==> src/rtl/delay_len_ctrl.sv <==
// Tap-length controller for the chip-select delay line: arbitrates button, host
// and sweep requests, and applies a new length only after cs has been idle for a guard time.
module delay_len_ctrl #(
  parameter int LEN_W       = 4,
  parameter int MAX_LEN     = 15,
  parameter int IDLE_CYC    = 4,
  parameter int SWEEP_DWELL = 1024
) (
  input  logic             clk,
  input  logic             rst_n,
  input  logic             cs,
  input  logic             inc_pulse,
  input  logic             dec_pulse,
  input  logic             host_wr_valid,
  input  logic [LEN_W-1:0] host_wr_len,
  output logic             host_wr_ready,
  input  logic             sweep_start,
  output logic             sweep_busy,
  output logic [LEN_W-1:0] len_out,
  output logic             len_update,
  output logic             pending,
  output logic [1:0]       state_dbg
);

  // Handshake: a host write is accepted on any rising clk edge where
  // host_wr_valid && host_wr_ready; ready is low for the whole sweep.

  localparam int GW = $clog2(IDLE_CYC + 1);
  localparam int DW = $clog2(SWEEP_DWELL + 1);
  localparam logic [LEN_W-1:0] MAX_L      = LEN_W'(MAX_LEN);
  localparam logic [LEN_W-1:0] ONE_L      = LEN_W'(1);
  localparam logic [GW-1:0]    GAP_FULL   = GW'(IDLE_CYC);
  localparam logic [DW-1:0]    DWELL_LOAD = DW'(SWEEP_DWELL - 1);

  typedef enum logic [1:0] {
    MANUAL     = 2'd0,
    SW_APPLY   = 2'd1,
    SW_DWELL   = 2'd2,
    SW_RESTORE = 2'd3
  } state_t;

  state_t           state_q, state_n;
  logic [LEN_W-1:0] target_q, target_n;
  logic [LEN_W-1:0] len_q, len_n;
  logic [LEN_W-1:0] saved_q, saved_n;
  logic             pending_q, pending_n;
  logic             busy_q, busy_n;
  logic             upd_q, upd_n;
  logic [DW-1:0]    dwell_q, dwell_n;
  logic [GW-1:0]    gap_q;

  logic             gap_ok;
  logic             apply;
  logic [LEN_W-1:0] base;

  assign gap_ok = cs && (gap_q == GAP_FULL);
  assign apply  = pending_q && gap_ok;
  // Requests stack on the not-yet-applied target rather than on len_out.
  assign base   = pending_q ? target_q : len_q;

  always_comb begin
    state_n   = state_q;
    target_n  = target_q;
    len_n     = len_q;
    saved_n   = saved_q;
    pending_n = pending_q;
    busy_n    = busy_q;
    dwell_n   = dwell_q;
    upd_n     = 1'b0;

    if (apply) begin
      len_n     = target_q;
      pending_n = 1'b0;
      upd_n     = (target_q != len_q);
    end

    case (state_q)
      MANUAL: begin
        if (sweep_start && !pending_q) begin
          saved_n   = len_q;
          target_n  = '0;
          pending_n = 1'b1;
          busy_n    = 1'b1;
          state_n   = SW_APPLY;
        end else if (host_wr_valid) begin
          target_n  = (host_wr_len > MAX_L) ? MAX_L : host_wr_len;
          pending_n = 1'b1;
        end else if (dec_pulse) begin
          target_n  = (base == '0) ? MAX_L : base - ONE_L;
          pending_n = 1'b1;
        end else if (inc_pulse) begin
          target_n  = (base == MAX_L) ? '0 : base + ONE_L;
          pending_n = 1'b1;
        end
      end
      SW_APPLY: begin
        if (apply) begin
          dwell_n = DWELL_LOAD;
          state_n = SW_DWELL;
        end
      end
      SW_DWELL: begin
        if (dwell_q == '0) begin
          pending_n = 1'b1;
          if (len_q < MAX_L) begin
            target_n = len_q + ONE_L;
            state_n  = SW_APPLY;
          end else begin
            target_n = saved_q;
            state_n  = SW_RESTORE;
          end
        end else begin
          dwell_n = dwell_q - DW'(1);
        end
      end
      SW_RESTORE: begin
        if (apply) begin
          busy_n  = 1'b0;
          state_n = MANUAL;
        end
      end
      default: state_n = MANUAL;
    endcase
  end

  always_ff @(posedge clk or negedge rst_n) begin
    if (!rst_n) begin
      state_q   <= MANUAL;
      target_q  <= '0;
      len_q     <= '0;
      saved_q   <= '0;
      pending_q <= 1'b0;
      busy_q    <= 1'b0;
      upd_q     <= 1'b0;
      dwell_q   <= '0;
      gap_q     <= '0;
    end else begin
      state_q   <= state_n;
      target_q  <= target_n;
      len_q     <= len_n;
      saved_q   <= saved_n;
      pending_q <= pending_n;
      busy_q    <= busy_n;
      upd_q     <= upd_n;
      dwell_q   <= dwell_n;
      if (!cs)
        gap_q <= '0;
      else if (gap_q != GAP_FULL)
        gap_q <= gap_q + GW'(1);
    end
  end

  assign host_wr_ready = !busy_q;
  assign sweep_busy    = busy_q;
  assign len_out       = len_q;
  assign len_update    = upd_q;
  assign pending       = pending_q;
  assign state_dbg     = state_q;

endmodule

==> config.mk <==
export PLATFORM = sky130hd
export DESIGN_NAME = delay_len_ctrl
export DESIGN_NICKNAME = d
export VERILOG_FILES = /design/src/rtl/delay_len_ctrl.sv
export SDC_FILE = /design/constraint.sdc
export NUM_CORES = 1
export LEC_CHECK = 0
export BUFFER_PORTS_ARGS = -buffer_cell sky130_fd_sc_hd__buf_2
export CAP_MARGIN = 25
export CORE_MARGIN = 3
export CORE_UTILIZATION = 54
export CTS_BUF_LIST = sky130_fd_sc_hd__clkbuf_4
export CTS_CLUSTER_DIAMETER = 30
export DETAILED_ROUTE_END_ITERATION = 8
export GPL_ROUTABILITY_DRIVEN = 0
export PLACE_DENSITY = 0.73
export SYNTH_ARGS = -nofsm -noshare
export SYNTH_HDL_FRONTEND = slang
export SYNTH_SLANG_ARGS = --single-unit
export TNS_END_PERCENT = 50
==> constraint.sdc <==
create_clock -name clk -period 1.7 [get_ports clk]
set_input_delay 0.17 -clock clk [delete_from_list [all_inputs] [get_ports clk]]
set_output_delay 0.17 -clock clk [all_outputs]
set_load 0.05 [all_outputs]
==> results.toml <==
[power]
power_mw = 3.68
power_leakage_nw = 1.15
vdd_drop_max_uv = 998
power_density_nw_per_um2 = 1510

[logic_synthesis]
async_reset_ff_share_pct = 100
avgSynthCellArea_sq_um = 9.69
yosysSeqAreaShare_pct = 41.9
post-synth-top-count-cell = "dfrtp_1"
synth_common_cells = "31 x dfrtp_1, 30 x nand2_1, 13 x inv_1"
synth_cells = 191
syn-cell-area_sq_um = 1850
synthDistinctLibCells = 45
yosysTopAreaCellShare_pct = 41.9
synth_edf_count = 0
yosys-top-cells-area = "dfrtp_1 42%, nand2_1 6.1%, xnor2_1 4.7%, ha_1 4.1%, mux2i_1 3.8%"
synth.net_count = 208
synth_top_flop_cell = "dfrtp_1"
yosys_register_bits = 31
yosys_warnings = 0
synth.largest_area_cell = "dfrtp_1"

[setup_path]
path_class = "reg2reg"
endpoint = "target_q[3]$_DFFE_PN0P_"
slowest_delay_ps = 470
worstSetupEndpointType = "flop"
arrival_ps = 2120
rr_endpoint = "target_q[3]$_DFFE_PN0P_"
crit_start = "len_out[0]$_DFFE_PN0P_"
r2r-start = "len_out[0]$_DFFE_PN0P_"
crit_cells = 6
crit_chain = "buf_4 -> ha_1 -> o211a_1 -> o221ai_1 -> mux2i_1 -> a31oi_1"
path_delay_family = "compound AO/OA/AOI/OAI gates"
startpoint_type = "flop"
crit_required_ps = 1970
regToRegSetupSlack_ps = -150
cpMaxStageDelayCell = "dfrtp_2"
crit_buf_inv = 1
crit_fanout = 5
r2r.worst_path.cells = 6

[placed_design]
hpwl_um = 3170
place.port_buffers = 20
place_inst = 278
post_dp_cell_area_sq_um = 2220
preCtsSetupSlack_ps = -108

[sta]
slew_viol_final = 0
fin_crit_sh_pct = 109
relSlewSlack_pct = 54.5
setup_violations = 4
worstMarginPinSlew_ps = 682
setup_slack_ps = -150
tns_ps = -556
finalHoldViolCount = 0
hold_slack_ps = 88.5
fmax_ghz = 0.541
rsz0062_at_grt = "yes"
fin_skew_ps = 16.7
finalCriticalPeriod_ps = 1850

[route]
via_per_inst = 5.79
first_pass_iters = 4
drc = 0
drt_iter0_drc = 166
dr_total_vias = 1697
wirelength_um = 4670
ant_nets = 0
wire_per_inst_um = 15.9

[cts]
cts.htree.levels = 2
cts_buffers = 5
clk_latency_ps = 350
path_clk_slew_ps = 100
cts_max_path_buffers = 2
root_buffer = "clkbuf_4"
cts_tree = "done"
cts_sinks = 31

[global_routing]
grt_max_degree = 32
overflow = 0
grt_usage_pct = 23.5
antenna_found_initial = 0
grt_pass1_wl_um = 7490
grt_pass1_vias = 1603

[die]
die_w_um = 64.5
pin_count = 21
die_height_um = 64.5
die-area_sq_um = 4170
core.rowCount = 20
start_util_pct = 58.7
core_region_area_sq_um = 3150

[cells_and_area]
drive_gt1_share_pct = 39.0
final_cell_area_sq_um = 2430
multi_input_area_sq_um = 1120
syn_to_final_growth_pct = 31.2
fin_nets = 265
diodes = 0
fin_cells = 293
postLayoutCoreUtil_pct = 77.0
regArea_sq_um = 785
n_fill_cell = 221

[status]
violations = "negative setup slack"
status = "complete, but fails checks"

[worst_hold_path]
worstHoldStart = "cs"
worstHoldPathType = "in2reg"

[job]
cap_viol_max_count = 0
## registers in the layout, summed over array words and instances, names as in the netlist
signal	count
dwell_q	11
gap_q	3
len_out	4
len_update	1
pending	1
saved_q	4
state_dbg	2
sweep_busy	1
target_q	4
## per-layer routing
| metal | up-vias | GRT usage (%) | wire, um |
|---|---|---|---|
| li1 | 804 | - | - |
| met1 | 812 | 31.2 | 2010 |
| met2 | 66 | 36.6 | 2220 |
| met3 | 15 | 3.99 | 310 |
| met4 | 0 | 12.4 | 136 |
| met5 | - | 0 | 0 |
## worst reg2reg max path, stage by stage, from the launching register on
cell and delay, ps:
dfrtp_2 470, buf_4 160, ha_1 240, o211a_1 250, o221ai_1 300, mux2i_1 170
a31oi_1 190
## repair_timing
item,4_1_cts,5_1_grt
hold endpoints to repair,31,0
buffers inserted,1,5
pin swaps,4,8
resized for setup,2,19
hold buffers,1,0
endpoints found under the setup margin,6,15
## cells in the final DEF (no fill, tap or decap), types with 2 or more instances in the layout
cell type | synthesis | routed
o221ai_1 | 2 | 2
ha_1 | 6 | 4
nor4_2 | 2 | 2
nor2_1 | 7 | 7
mux2i_1 | 7 | 5
and2_1 | 2 | 2
a21oi_1 | 7 | 5
o21ai_0 | 4 | 4
buf_4 | 0 | 34
inv_1 | 13 | 12
a31oi_2 | 1 | 2
nand3_1 | 10 | 9
nand4_1 | 2 | 2
a21oi_2 | 0 | 2
o211ai_1 | 2 | 2
a21o_1 | 3 | 3
a31oi_1 | 7 | 6
a41oi_1 | 2 | 2
mux2_2 | 5 | 5
mux2i_4 | 0 | 2
o211a_1 | 2 | 2
clkbuf_4 | 0 | 7
buf_2 | 3 | 20
nor3_4 | 0 | 2
o21a_1 | 2 | 2
nor3_1 | 6 | 4
nor2b_1 | 2 | 2
xnor2_1 | 10 | 10
nand2_1 | 30 | 30
dfrtp_1 | 31 | 24
dfrtp_2 | 0 | 7
xor2_1 | 3 | 3
## how the worst min path moves through the flow
stage / to / slack, ps / cells after the start
final: gap_q[2]$_DFFE_PN0P_ / 90 / 3
after CTS: gap_q[2]$_DFFE_PN0P_ / 80 / 3
after global placement: gap_q[0]$_DFFE_PN0P_ / 250 / 1
after detailed placement: gap_q[0]$_DFFE_PN0P_ / 250 / 1
after global routing: gap_q[2]$_DFFE_PN0P_ / 100 / 3
after floorplan: dwell_q[0]$_DFFE_PN0P_ / -130 / 0
## kinds of logic (layout without fill, tap and decap cells)
group | Yosys count | after routing | share of synthesized area [%]
AO/OA/AOI/OAI | 40 | 40 | 16.2
XOR/XNOR | 13 | 13 | 6.15
adder cells (fa/ha/maj) | 6 | 6 | 4.06
buffers and inverters | 18 | 76 | 4.26
flip-flops | 31 | 31 | 41.9
multiplexers | 14 | 14 | 8.38
AND/OR/NAND/NOR | 69 | 69 | 19.0
## layout make-up
type                            instances  share of cell area (%)
Clock buffer                            7                    2.16
Multi-Input combinational cell        142                    46.0
Tap cell                               44                    2.27
Sequential cell                        31                    32.3
Clock inverter                          1                   0.206
Inverter                               13                    2.01
Timing Repair Buffer                   55                    15.0
## where the power goes
| part | internal, mW | total [mW] | switching [mW] |
|---|---|---|---|
| sequential | 0.943 | 1.17 | 0.229 |
| combinational | 0.923 | 2.06 | 1.13 |
| clock | 0.193 | 0.450 | 0.258 |
Power figures use the tool's default switching activity.
